==> src/rtl/brownout_pkg.sv <==
// Shared types and constants for the brownout macro sequencer.
package brownout_pkg;

  localparam int TRIM_W = 3;
  localparam logic [TRIM_W-1:0] TRIM_RESET = 3'b111;

  typedef enum logic [2:0] {
    ST_OFF      = 3'd0,
    ST_SETTLE   = 3'd1,
    ST_MONITOR  = 3'd2,
    ST_BROWNOUT = 3'd3,
    ST_RECOVER  = 3'd4
  } bo_state_e;

  function automatic int max_int(input int a, input int b);
    return (a > b) ? a : b;
  endfunction

endpackage

==> src/rtl/brownout_seq_if.sv <==
// Config/status bus between the register file (master) and the brownout sequencer (slave).
interface brownout_seq_if #(
  parameter int CNT_W = 8
);
  import brownout_pkg::*;

  logic              cfg_ena;
  logic [TRIM_W-1:0] cfg_otrip;
  logic [TRIM_W-1:0] cfg_vtrip;
  logic              cfg_wr;
  logic              clr_status;
  logic              bo_sticky;
  logic              vu_sticky;
  logic [CNT_W-1:0]  evt_cnt;
  logic [2:0]        state_o;

  modport master (
    output cfg_ena, cfg_otrip, cfg_vtrip, cfg_wr, clr_status,
    input  bo_sticky, vu_sticky, evt_cnt, state_o
  );

  modport slave (
    input  cfg_ena, cfg_otrip, cfg_vtrip, cfg_wr, clr_status,
    output bo_sticky, vu_sticky, evt_cnt, state_o
  );

endinterface

==> src/rtl/bo_sync.sv <==
// Multi-flop synchronizer for asynchronous comparator outputs from the analog macro.
module bo_sync #(
  parameter int STAGES = 2
) (
  input  logic clk,
  input  logic resetb,
  input  logic i_async,
  output logic o_sync
);

  logic [STAGES-1:0] r_sync;

  always_ff @(posedge clk or negedge resetb) begin
    if (!resetb) begin
      r_sync <= '0;
    end else begin
      r_sync <= {r_sync[STAGES-2:0], i_async};
    end
  end

  assign o_sync = r_sync[STAGES-1];

endmodule

==> src/rtl/brownout_seq.sv <==
// Brownout macro sequencer: enable/trim ownership, blanking, debounce, reset-hold, status.
// state    | meaning
// OFF      | macro disabled, reset-hold asserted
// SETTLE   | comparators blanked after enable or trim load
// MONITOR  | armed, reset-hold released, debouncing brout
// BROWNOUT | brownout active, reset-hold asserted
// RECOVER  | brout low, waiting out the hold time
module brownout_seq
  import brownout_pkg::*;
#(
  parameter int SYNC_STAGES = 2,
  parameter int SETTLE_CYC  = 64,
  parameter int DEB_CYC     = 4,
  parameter int HOLD_CYC    = 1024,
  parameter int CNT_W       = 8
) (
  input  logic              clk,
  input  logic              resetb,
  brownout_seq_if.slave     bus,
  input  logic              brout_in,
  input  logic              vunder_in,
  output logic              ana_ena,
  output logic [TRIM_W-1:0] ana_otrip,
  output logic [TRIM_W-1:0] ana_vtrip,
  output logic              por_hold
);

  localparam int TMR_W = $clog2(max_int(SETTLE_CYC, HOLD_CYC)) + 1;
  localparam int DEB_W = $clog2(DEB_CYC) + 1;
  localparam logic [TMR_W-1:0] SETTLE_LAST = TMR_W'(SETTLE_CYC - 1);
  localparam logic [TMR_W-1:0] HOLD_LAST   = TMR_W'(HOLD_CYC - 1);
  localparam logic [DEB_W-1:0] DEB_LAST    = DEB_W'(DEB_CYC - 1);

  bo_state_e         r_state;
  bo_state_e         w_state_nxt;
  logic [TMR_W-1:0]  r_tmr;
  logic [TMR_W-1:0]  w_tmr_nxt;
  logic [DEB_W-1:0]  r_deb;
  logic [DEB_W-1:0]  w_deb_nxt;
  logic              r_pend;
  logic              w_pend_nxt;
  logic              w_load;
  logic              w_event;
  logic [TRIM_W-1:0] r_shadow_o;
  logic [TRIM_W-1:0] r_shadow_v;
  logic [TRIM_W-1:0] w_shadow_o_nxt;
  logic [TRIM_W-1:0] w_shadow_v_nxt;
  logic              r_ana_ena;
  logic [TRIM_W-1:0] r_ana_otrip;
  logic [TRIM_W-1:0] r_ana_vtrip;
  logic              r_por_hold;
  logic              r_bo;
  logic              r_vu;
  logic [CNT_W-1:0]  r_evt;
  logic [CNT_W-1:0]  w_evt_nxt;
  logic              w_vu_set;
  logic              w_brout;
  logic              w_vunder;
  logic              w_cfg_ena;
  logic              w_cfg_wr;
  logic              w_clr;

  bo_sync #(.STAGES(SYNC_STAGES)) u_sync_brout (
    .clk     (clk),
    .resetb  (resetb),
    .i_async (brout_in),
    .o_sync  (w_brout)
  );

  bo_sync #(.STAGES(SYNC_STAGES)) u_sync_vunder (
    .clk     (clk),
    .resetb  (resetb),
    .i_async (vunder_in),
    .o_sync  (w_vunder)
  );

  assign w_cfg_ena      = bus.cfg_ena;
  assign w_cfg_wr       = bus.cfg_wr;
  assign w_clr          = bus.clr_status;
  assign w_shadow_o_nxt = w_cfg_wr ? bus.cfg_otrip : r_shadow_o;
  assign w_shadow_v_nxt = w_cfg_wr ? bus.cfg_vtrip : r_shadow_v;

  always_comb begin
    w_state_nxt = r_state;
    w_tmr_nxt   = r_tmr;
    w_deb_nxt   = '0;
    w_pend_nxt  = r_pend;
    w_load      = 1'b0;
    w_event     = 1'b0;
    if (!w_cfg_ena) begin
      w_state_nxt = ST_OFF;
      w_pend_nxt  = 1'b0;
    end else begin
      unique case (r_state)
        ST_OFF: begin
          w_state_nxt = ST_SETTLE;
          w_load      = 1'b1;
          w_tmr_nxt   = '0;
          w_pend_nxt  = 1'b0;
        end
        ST_SETTLE: begin
          if (w_cfg_wr) begin
            w_load    = 1'b1;
            w_tmr_nxt = '0;
          end else if (r_tmr == SETTLE_LAST) begin
            w_state_nxt = w_brout ? ST_BROWNOUT : ST_MONITOR;
            w_tmr_nxt   = '0;
          end else begin
            w_tmr_nxt = r_tmr + TMR_W'(1);
          end
        end
        ST_MONITOR: begin
          // A debounced brownout outranks a trim write; the write is then pended.
          if (w_brout && (r_deb == DEB_LAST)) begin
            w_state_nxt = ST_BROWNOUT;
            w_event     = 1'b1;
            w_pend_nxt  = r_pend | w_cfg_wr;
          end else if (w_cfg_wr) begin
            w_state_nxt = ST_SETTLE;
            w_load      = 1'b1;
            w_tmr_nxt   = '0;
          end else if (w_brout) begin
            w_deb_nxt = r_deb + DEB_W'(1);
          end
        end
        ST_BROWNOUT: begin
          if (w_cfg_wr) w_pend_nxt = 1'b1;
          if (!w_brout) begin
            w_state_nxt = ST_RECOVER;
            w_tmr_nxt   = '0;
          end
        end
        ST_RECOVER: begin
          if (w_cfg_wr) w_pend_nxt = 1'b1;
          if (w_brout) begin
            w_state_nxt = ST_BROWNOUT;
          end else if (r_tmr == HOLD_LAST) begin
            w_state_nxt = ST_MONITOR;
          end else begin
            w_tmr_nxt = r_tmr + TMR_W'(1);
          end
        end
        default: begin
          w_state_nxt = ST_OFF;
        end
      endcase
      // A pended trim is applied on the way back into MONITOR, which re-blanks instead.
      if ((w_state_nxt == ST_MONITOR) && w_pend_nxt) begin
        w_state_nxt = ST_SETTLE;
        w_load      = 1'b1;
        w_tmr_nxt   = '0;
        w_pend_nxt  = 1'b0;
      end
    end
  end

  assign w_vu_set = w_vunder && (r_state inside {ST_MONITOR, ST_BROWNOUT, ST_RECOVER});

  always_comb begin
    w_evt_nxt = r_evt;
    if (w_event) begin
      if (w_clr) begin
        w_evt_nxt = CNT_W'(1);
      end else if (r_evt != '1) begin
        w_evt_nxt = r_evt + CNT_W'(1);
      end
    end else if (w_clr) begin
      w_evt_nxt = '0;
    end
  end

  always_ff @(posedge clk or negedge resetb) begin
    if (!resetb) begin
      r_state     <= ST_OFF;
      r_tmr       <= '0;
      r_deb       <= '0;
      r_pend      <= 1'b0;
      r_shadow_o  <= TRIM_RESET;
      r_shadow_v  <= TRIM_RESET;
      r_ana_ena   <= 1'b0;
      r_ana_otrip <= TRIM_RESET;
      r_ana_vtrip <= TRIM_RESET;
      r_por_hold  <= 1'b1;
      r_bo        <= 1'b0;
      r_vu        <= 1'b0;
      r_evt       <= '0;
    end else begin
      r_state    <= w_state_nxt;
      r_tmr      <= w_tmr_nxt;
      r_deb      <= w_deb_nxt;
      r_pend     <= w_pend_nxt;
      r_shadow_o <= w_shadow_o_nxt;
      r_shadow_v <= w_shadow_v_nxt;
      r_ana_ena  <= (w_state_nxt != ST_OFF);
      r_por_hold <= (w_state_nxt != ST_MONITOR);
      if (w_load) begin
        r_ana_otrip <= w_shadow_o_nxt;
        r_ana_vtrip <= w_shadow_v_nxt;
      end
      if (w_event) begin
        r_bo <= 1'b1;
      end else if (w_clr) begin
        r_bo <= 1'b0;
      end
      if (w_vu_set) begin
        r_vu <= 1'b1;
      end else if (w_clr) begin
        r_vu <= 1'b0;
      end
      r_evt <= w_evt_nxt;
    end
  end

  assign ana_ena       = r_ana_ena;
  assign ana_otrip     = r_ana_otrip;
  assign ana_vtrip     = r_ana_vtrip;
  assign por_hold      = r_por_hold;
  assign bus.bo_sticky = r_bo;
  assign bus.vu_sticky = r_vu;
  assign bus.evt_cnt   = r_evt;
  assign bus.state_o   = r_state;

endmodule

==> src/flat_wrapper.sv <==
// flat-port wrapper written by rule: the top's interface ports become plain ports
module brownout_seq_flat import brownout_pkg::*;
#(
  parameter int SYNC_STAGES = 2,
  parameter int SETTLE_CYC  = 64,
  parameter int DEB_CYC     = 4,
  parameter int HOLD_CYC    = 1024,
  parameter int CNT_W       = 8
)
  (clk, resetb, brout_in, vunder_in, ana_ena, ana_otrip, ana_vtrip, por_hold, bus_cfg_ena, bus_cfg_otrip, bus_cfg_vtrip, bus_cfg_wr, bus_clr_status, bus_bo_sticky, bus_vu_sticky, bus_evt_cnt, bus_state_o);
  brownout_seq_if #(.CNT_W(CNT_W)) bus_i ();
  input  logic clk;
  input  logic resetb;
  input  logic brout_in;
  input  logic vunder_in;
  output logic ana_ena;
  output logic [TRIM_W-1:0] ana_otrip;
  output logic [TRIM_W-1:0] ana_vtrip;
  output logic por_hold;
  input wire logic [$bits(bus_i.cfg_ena)-1:0] bus_cfg_ena;
  input wire logic [$bits(bus_i.cfg_otrip)-1:0] bus_cfg_otrip;
  input wire logic [$bits(bus_i.cfg_vtrip)-1:0] bus_cfg_vtrip;
  input wire logic [$bits(bus_i.cfg_wr)-1:0] bus_cfg_wr;
  input wire logic [$bits(bus_i.clr_status)-1:0] bus_clr_status;
  output wire logic [$bits(bus_i.bo_sticky)-1:0] bus_bo_sticky;
  output wire logic [$bits(bus_i.vu_sticky)-1:0] bus_vu_sticky;
  output wire logic [$bits(bus_i.evt_cnt)-1:0] bus_evt_cnt;
  output wire logic [$bits(bus_i.state_o)-1:0] bus_state_o;
  assign bus_i.cfg_ena = bus_cfg_ena;
  assign bus_i.cfg_otrip = bus_cfg_otrip;
  assign bus_i.cfg_vtrip = bus_cfg_vtrip;
  assign bus_i.cfg_wr = bus_cfg_wr;
  assign bus_i.clr_status = bus_clr_status;
  assign bus_bo_sticky = bus_i.bo_sticky;
  assign bus_vu_sticky = bus_i.vu_sticky;
  assign bus_evt_cnt = bus_i.evt_cnt;
  assign bus_state_o = bus_i.state_o;
  brownout_seq #(.SYNC_STAGES(SYNC_STAGES), .SETTLE_CYC(SETTLE_CYC), .DEB_CYC(DEB_CYC), .HOLD_CYC(HOLD_CYC), .CNT_W(CNT_W)) u_core (.clk(clk), .resetb(resetb), .bus(bus_i), .brout_in(brout_in), .vunder_in(vunder_in), .ana_ena(ana_ena), .ana_otrip(ana_otrip), .ana_vtrip(ana_vtrip), .por_hold(por_hold));
endmodule
==> config.mk <==
export PLATFORM = sky130hd
export DESIGN_NAME = brownout_seq_flat
export DESIGN_NICKNAME = d
export VERILOG_FILES = /design/src/rtl/brownout_pkg.sv /design/src/rtl/brownout_seq_if.sv /design/src/rtl/bo_sync.sv /design/src/rtl/brownout_seq.sv /design/src/flat_wrapper.sv
export SDC_FILE = /design/constraint.sdc
export NUM_CORES = 1
export LEC_CHECK = 0
export CAP_MARGIN = 20
export CELL_PAD_IN_SITES_DETAIL_PLACEMENT = 2
export CELL_PAD_IN_SITES_GLOBAL_PLACEMENT = 2
export CORE_MARGIN = 2
export CORE_UTILIZATION = 23
export DETAILED_ROUTE_END_ITERATION = 8
export PLACE_DENSITY = 0.56
export RECOVER_POWER = 100
export REMOVE_ABC_BUFFERS = 1
export SETUP_SLACK_MARGIN = 0.2
export SLEW_MARGIN = 20
export SYNTH_ARGS = -nofsm -noshare
export SYNTH_HDL_FRONTEND = slang
export SYNTH_SLANG_ARGS = --single-unit
export TNS_END_PERCENT = 50
==> constraint.sdc <==
create_clock -name clk -period 2.4 [get_ports clk]
set_input_delay 0.36 -clock clk [delete_from_list [all_inputs] [get_ports clk]]
set_output_delay 0.36 -clock clk [all_outputs]
set_load 0.01 [all_outputs]
Word-level counts from Yosys, hierarchy flattened:

Index checks and enable logic that the tools add are counted.

* input bits: 13
* bits in registers: 46
* output and inout port bits: 21

* multiplexer cells: 49
* reductions and logical operators: 13
* bitwise logic cells: 1
* equality and inequality tests: 15
* add/sub/neg operators: 3

Operators by type and width (number)
* $mux 11: 8
* $pmux 11 s5: 1
* $mux 3: 17
* $mux 8: 4
* $mux 1: 16
* $pmux 3 s5: 1
* $eq 3x2->1 const B: 4
* $ne 3x2->1 const B: 4
* $add 11x1->11 const B: 1
* $eq 11x10->1 const B: 1
* $eq 11x6->1 const B: 1
* $add 8x1->8 const B: 1
* $ne 8x8->1 const B: 1
* $reduce_and 7->1: 1
* $ne 3x3->1 const B: 2
* $pmux 1 s3: 2
* $reduce_bool 2->1: 3
* $reduce_bool 3->1: 2
* $reduce_bool 6->1: 1
* $add 3x1->3 const B: 1
* $eq 3x1->1 const B: 1
* $eq 3x3->1 const B: 1
* $logic_and 1x1->1: 3
* $logic_not 3->1: 1
* other kinds (3): 3

Logic depth before layout (Yosys ltp):

* word-level depth: 10
* mapped depth: 9
* mapped depth without buffers: 8

Modules after synthesis:

Synthesis repeated with hierarchy kept, for this count alone.

* cells, all modules: 225
* area total of the unflattened synthesis: 2391.0 um^2

Modules (own cells, without submodules)
* brownout_seq: instances 1, sequential area each 1067.3 um^2, cells an instance 221, area each 2290.9 um^2
* bo_sync: instances 2, sequential area each 50.0 um^2, cells an instance 2, area each 50.0 um^2

Worst setup path before layout:

OpenSTA, ideal clock, no wires.

* path type: reg2reg
* start: register u_core.r_state[0], in the netlist u_core.bus.state_o[0]
* end: register u_core.r_ana_otrip[0], in the netlist u_core.ana_otrip[0]
* setup time: 0.082 ns
* cell stages (with the launch flop): 7
* clock period less this slack: 2.063 ns
* path slack: 0.337 ns
* path buffers: 0
* arrival: 1.981 ns
* cells stage by stage: dfrtp_1 > or3b_4 > nor4_4 > nor3_1 > o21a_2 > o31ai_4 > mux2_2

* longest elaborated chain between the ends: 8
* elaborated cells on any way between the ends: 22

Ends and longest elaborated chain
* start: declaration: line brownout_seq.sv:34 `bo_state_e r_state;`
* start signal: assignment: line brownout_seq.sv:188 `r_state <= w_state_nxt;`
* $mux 3 (on tied branches): line brownout_seq.sv:137, brownout_seq.sv:105, brownout_seq.sv:118
* $mux 3 (on tied branches): line brownout_seq.sv:135, brownout_seq.sv:102, brownout_seq.sv:114
* $pmux 3 s5: line brownout_seq.sv:94 `unique case (r_state)`
* $mux 3: line brownout_seq.sv:90 `if (!w_cfg_ena) begin`
* $eq 3x2->1: line brownout_seq.sv:148 `if ((w_state_nxt == ST_MONITOR) && w_pend_nxt) begin`
* $logic_and 1x1->1: line brownout_seq.sv:148
* $mux 1 (*): line brownout_seq.sv:148
* $mux 1 (*): line brownout_seq.sv:90
* end signal: assignment: line brownout_seq.sv:197 `r_ana_otrip <= w_shadow_o_nxt;`
* end: declaration: line brownout_seq.sv:49 `logic [TRIM_W-1:0] r_ana_otrip;`

Mark *: on every way between the ends. The rest lies on a longest branch, timed or not. The select of a mux whose other input is x is not followed.
A chain may end at the register's enable or synchronous reset.

Worst setup path after layout:

* start: register u_core.r_tmr[0]
* end: register u_core.r_por_hold, in the netlist u_core.por_hold

* longest elaborated chain between the ends: 10
* elaborated cells on any way between the ends: 13

Ends and longest elaborated chain
* start: declaration: line brownout_seq.sv:36 `logic [TMR_W-1:0] r_tmr;`
* start signal: assignment: line brownout_seq.sv:189 `r_tmr <= w_tmr_nxt;`
* $eq 11x10->1 / $eq 11x6->1 (equally long branches): line brownout_seq.sv:137, brownout_seq.sv:105
* $mux 3 (on tied branches): line brownout_seq.sv:137, brownout_seq.sv:105
* $mux 3 (on tied branches): line brownout_seq.sv:135, brownout_seq.sv:102
* $pmux 3 s5 (*): line brownout_seq.sv:94
* $mux 3 (*): line brownout_seq.sv:90
* $eq 3x2->1: line brownout_seq.sv:148
* $logic_and 1x1->1: line brownout_seq.sv:148
* $mux 3 (*): line brownout_seq.sv:148
* $mux 3 (*): line brownout_seq.sv:90
* $ne 3x2->1 (*): line brownout_seq.sv:195 `r_por_hold <= (w_state_nxt != ST_MONITOR);`
* end signal: assignment: line brownout_seq.sv:195
* end: declaration: line brownout_seq.sv:51 `logic r_por_hold;`

Marked as above.

==> qor.txt <==
Seq/Total Area, Yosys = 51.2%
synthesized instance count = 225
gr ovfl total = 0
commonest non-fill, non-tap cell in the layout = dfrtp_1
# diodes = 0
Synth async-reset ratio = 100%
Setup TNS Final = 0 ps
Peak Freq = 0.450 GHz
gpl congestion = 0.757
XOR/XNOR Fraction of Synth Area = 2.31%
internal power = 1.22 mW
CTS max path bufs = 2
Warnings, synthesis = 0
status = finished with violations
DR iter-0 viols = 32
Pleak = 1.34 nW
antenna violations before repair = 0
routed wire length per instance = 14.9 um
CTS Sinks = 46
H-tree Lvls = 2
failing checks = capacitance limit, slew limit
Skew-Pair Late Insertion Delay = 310 ps
Layout Nets = 305
final setup fails = 0
post-layout min period = 2220 ps
NetSw = 410 uW
FF-to-FF setup slack = 180 ps
clk_skew = 10.7 ps
Mapped Area = 0.00228 mm^2
Fin. Hold Viols = 0
Layout area overhead = 37.1%
max-cap violations = 1
VDD IR max = 0.268 mV
Final period util = 92.7%
drt first pass iters = 4
CTS tree = yes
drt via density = 4.52
kind of critical path = register to register
reg2reg end = u_core.por_hold
Power Total = 1.63 mW
total wire length = 6290 um
fillers = 1070
Post-Synth Adder-Cell Area = 2.20%
# rows = 36
io pins = 34
mux contribution to synthesized area = 6.37%
Setup WS pre-CTS = 3.58 ps
routed vias = 1909
main combinational cell family by area after synthesis = simple AND/OR/NAND/NOR gates
Synth Area in Compound Gates = 12.2%
Post-CTS Hold Buffers = 0
Die H = 104 um
post-synth cell types = 50
Num CTS Buffers = 5
Post-DRT Antenna Nets = 0
worst r2r path cells = 8
Slowest-stage cell, CP = or4b_4
Seq pwr share = 52.2%
number of flops mapped to enable cells by yosys = 0
final worst slack = 176 ps
Rel. slew slack = -31.8%
first-pass GRT wire length = 10800 um
I/O Buffers = 33
P per Cell Area = 522 mW/mm^2
Chip Width = 104 um
largest net degree at the start of global routing = 36
WP buf/inv = 1
highest-count cells in the layout ignoring fill and taps = dfrtp_1 (33), nor2_1 (27), dlygate4sd3_1 (25)
part of the power in the clock network = 34.6%
Avg Inst Size Synth = 10.1 um^2
crit start category = register
HPWL after DPL = 4490 um
full die area = 0.0107 mm^2
critical path's largest stage delay = 510 ps
simple-gate share of the synthesized area = 20.9%
Critical Path Source = u_core.r_tmr[0]
hold crit path type = register to register
WP data arrival = 2450 ps
Req. time, crit path = 2630 ps
cell family with most CP delay = simple AND/OR/NAND/NOR gates
instance count on the critical path = 8
clock-pin slew on the worst setup and hold paths = 90 ps
max-slew violations = 36
share of cells above drive strength 1 = 23.9%
Least-Margin Pin Slew = 1980 ps
drc violations = 0
hold depth = 0
Seq cells post-synth = 46
Core Region = 0.00968 mm^2
Critical R2R Launch = u_core.r_tmr[0]
dominant synthesized flop cell = dfrtp_1
CTS root buffer = clkbuf_8
Combinational Power Share = 13.1%
Initial Utilization = 23.5%
Crit. End Element = register
crit path max fanout = 4
worst-path cell chain = ha_1 -> and4_2 -> nand4_1 -> o21ai_2 -> o211ai_1 -> clkbuf_4 -> nor2b_1 -> or4b_4
end point of the critical path = u_core.por_hold
GRT Total Usage = 12.3%
sw frac = 25.2%
RSZ-0062 raised after global routing = yes
number of global-route vias before repair = 2059
power by group through the flow:
stage / clock, mW / combinational [mW] / sequential, mW
2_1_floorplan: 0 / 0.0634 / 0.877
3_3_place_gp: 0 / 0.205 / 0.866
3_5_place_dp: 0 / 0.208 / 0.866
4_1_cts: 0.597 / 0.220 / 0.853
5_1_grt: 0.630 / 0.237 / 0.858
6_report: 0.565 / 0.214 / 0.851
cell families (layout without fill, tap and decap cells):
group                      count (synthesis)  in the layout
buffers and inverters                     25             89
DFF                                       46             46
adders and majority gates                  4              4
AOI/OAI and AO/OA                         44             44
xor gates and xnor gates                   6              6
and+or+nand+nor                           87             87
muxes                                     13             13
per-layer routing:
metal  global-route usage, %  part of all wire (%)
met1                    15.0                    45
met2                    22.2                    51
met3                    2.45                   2.8
met4                    3.47                   1.3
met5                       0                     0
synth_stat cells, drive strengths merged, types with 4 or more instances:
cell type   n  share of area, %
dfstp      13                15
buf         4               1.1
mux2       12               5.9
nand4       6               1.6
nand2      10               1.6
a21oi       5               1.1
nor3b       4               1.5
nand3      11               2.4
o21ai      24               5.3
nor2b       6               1.6
nor3        6               1.3
xor2        4               1.5
nor2       27               4.4
ha          4               2.2
inv        18               3.0
dfrtp      33                36
what timing repair did:
item / CTS / global route
buffers inserted: 6 / 4
gates cloned: 0 / 0
resized for setup: 9 / 11
endpoints found under the setup margin: 18 / 19
pin swaps: 9 / 7
how the worst min path moves through the flow:
stage | startpoint | to | slack, ps
floorplan | resetb | u_core.ana_ena | 60
global placement | u_core.u_sync_vunder.r_sync[0] | u_core.u_sync_vunder.r_sync[1] | 340
detailed placement | u_core.u_sync_vunder.r_sync[0] | u_core.u_sync_vunder.r_sync[1] | 340
CTS | resetb | u_core.bus.evt_cnt[7] | 190
global route | u_core.u_sync_vunder.r_sync[0] | u_core.u_sync_vunder.r_sync[1] | 370
finish | u_core.u_sync_vunder.r_sync[0] | u_core.u_sync_vunder.r_sync[1] | 360
flip-flops by register name (all words and copies together) (netlist names), 3 cells and up:
| signal | count |
|---|---|
| u_core.bus.evt_cnt | 8 |
| u_core.ana_otrip | 3 |
| u_core.r_shadow_o | 3 |
| u_core.ana_vtrip | 3 |
| u_core.r_shadow_v | 3 |
| u_core.bus.state_o | 3 |
| u_core.r_deb | 3 |
| u_core.r_tmr | 11 |
stage by stage:
step	cells	cell area (um^2)	hold WS (ps)	utilization (%)
2_1_floorplan	218	2240	64.4	-
3_3_place_gp	404	2890	335	29.9
3_5_place_dp	404	2890	339	29.9
4_1_cts	418	3080	189	31.8
5_1_grt	422	3120	367	32.2
6_report	422	3120	359	32.2
cell type report:
cell class	instances	area (um^2)	area share, %
Tap cell	133	166	5.33
Multi-Input combinational cell	154	1070	34.3
Inverter	18	67.6	2.16
Timing Repair Buffer	63	544	17.4
Clock inverter	2	13.8	0.441
Clock buffer	6	93.8	3.00
Sequential cell	46	1170	37.4
(Power assumes the default switching activity.)
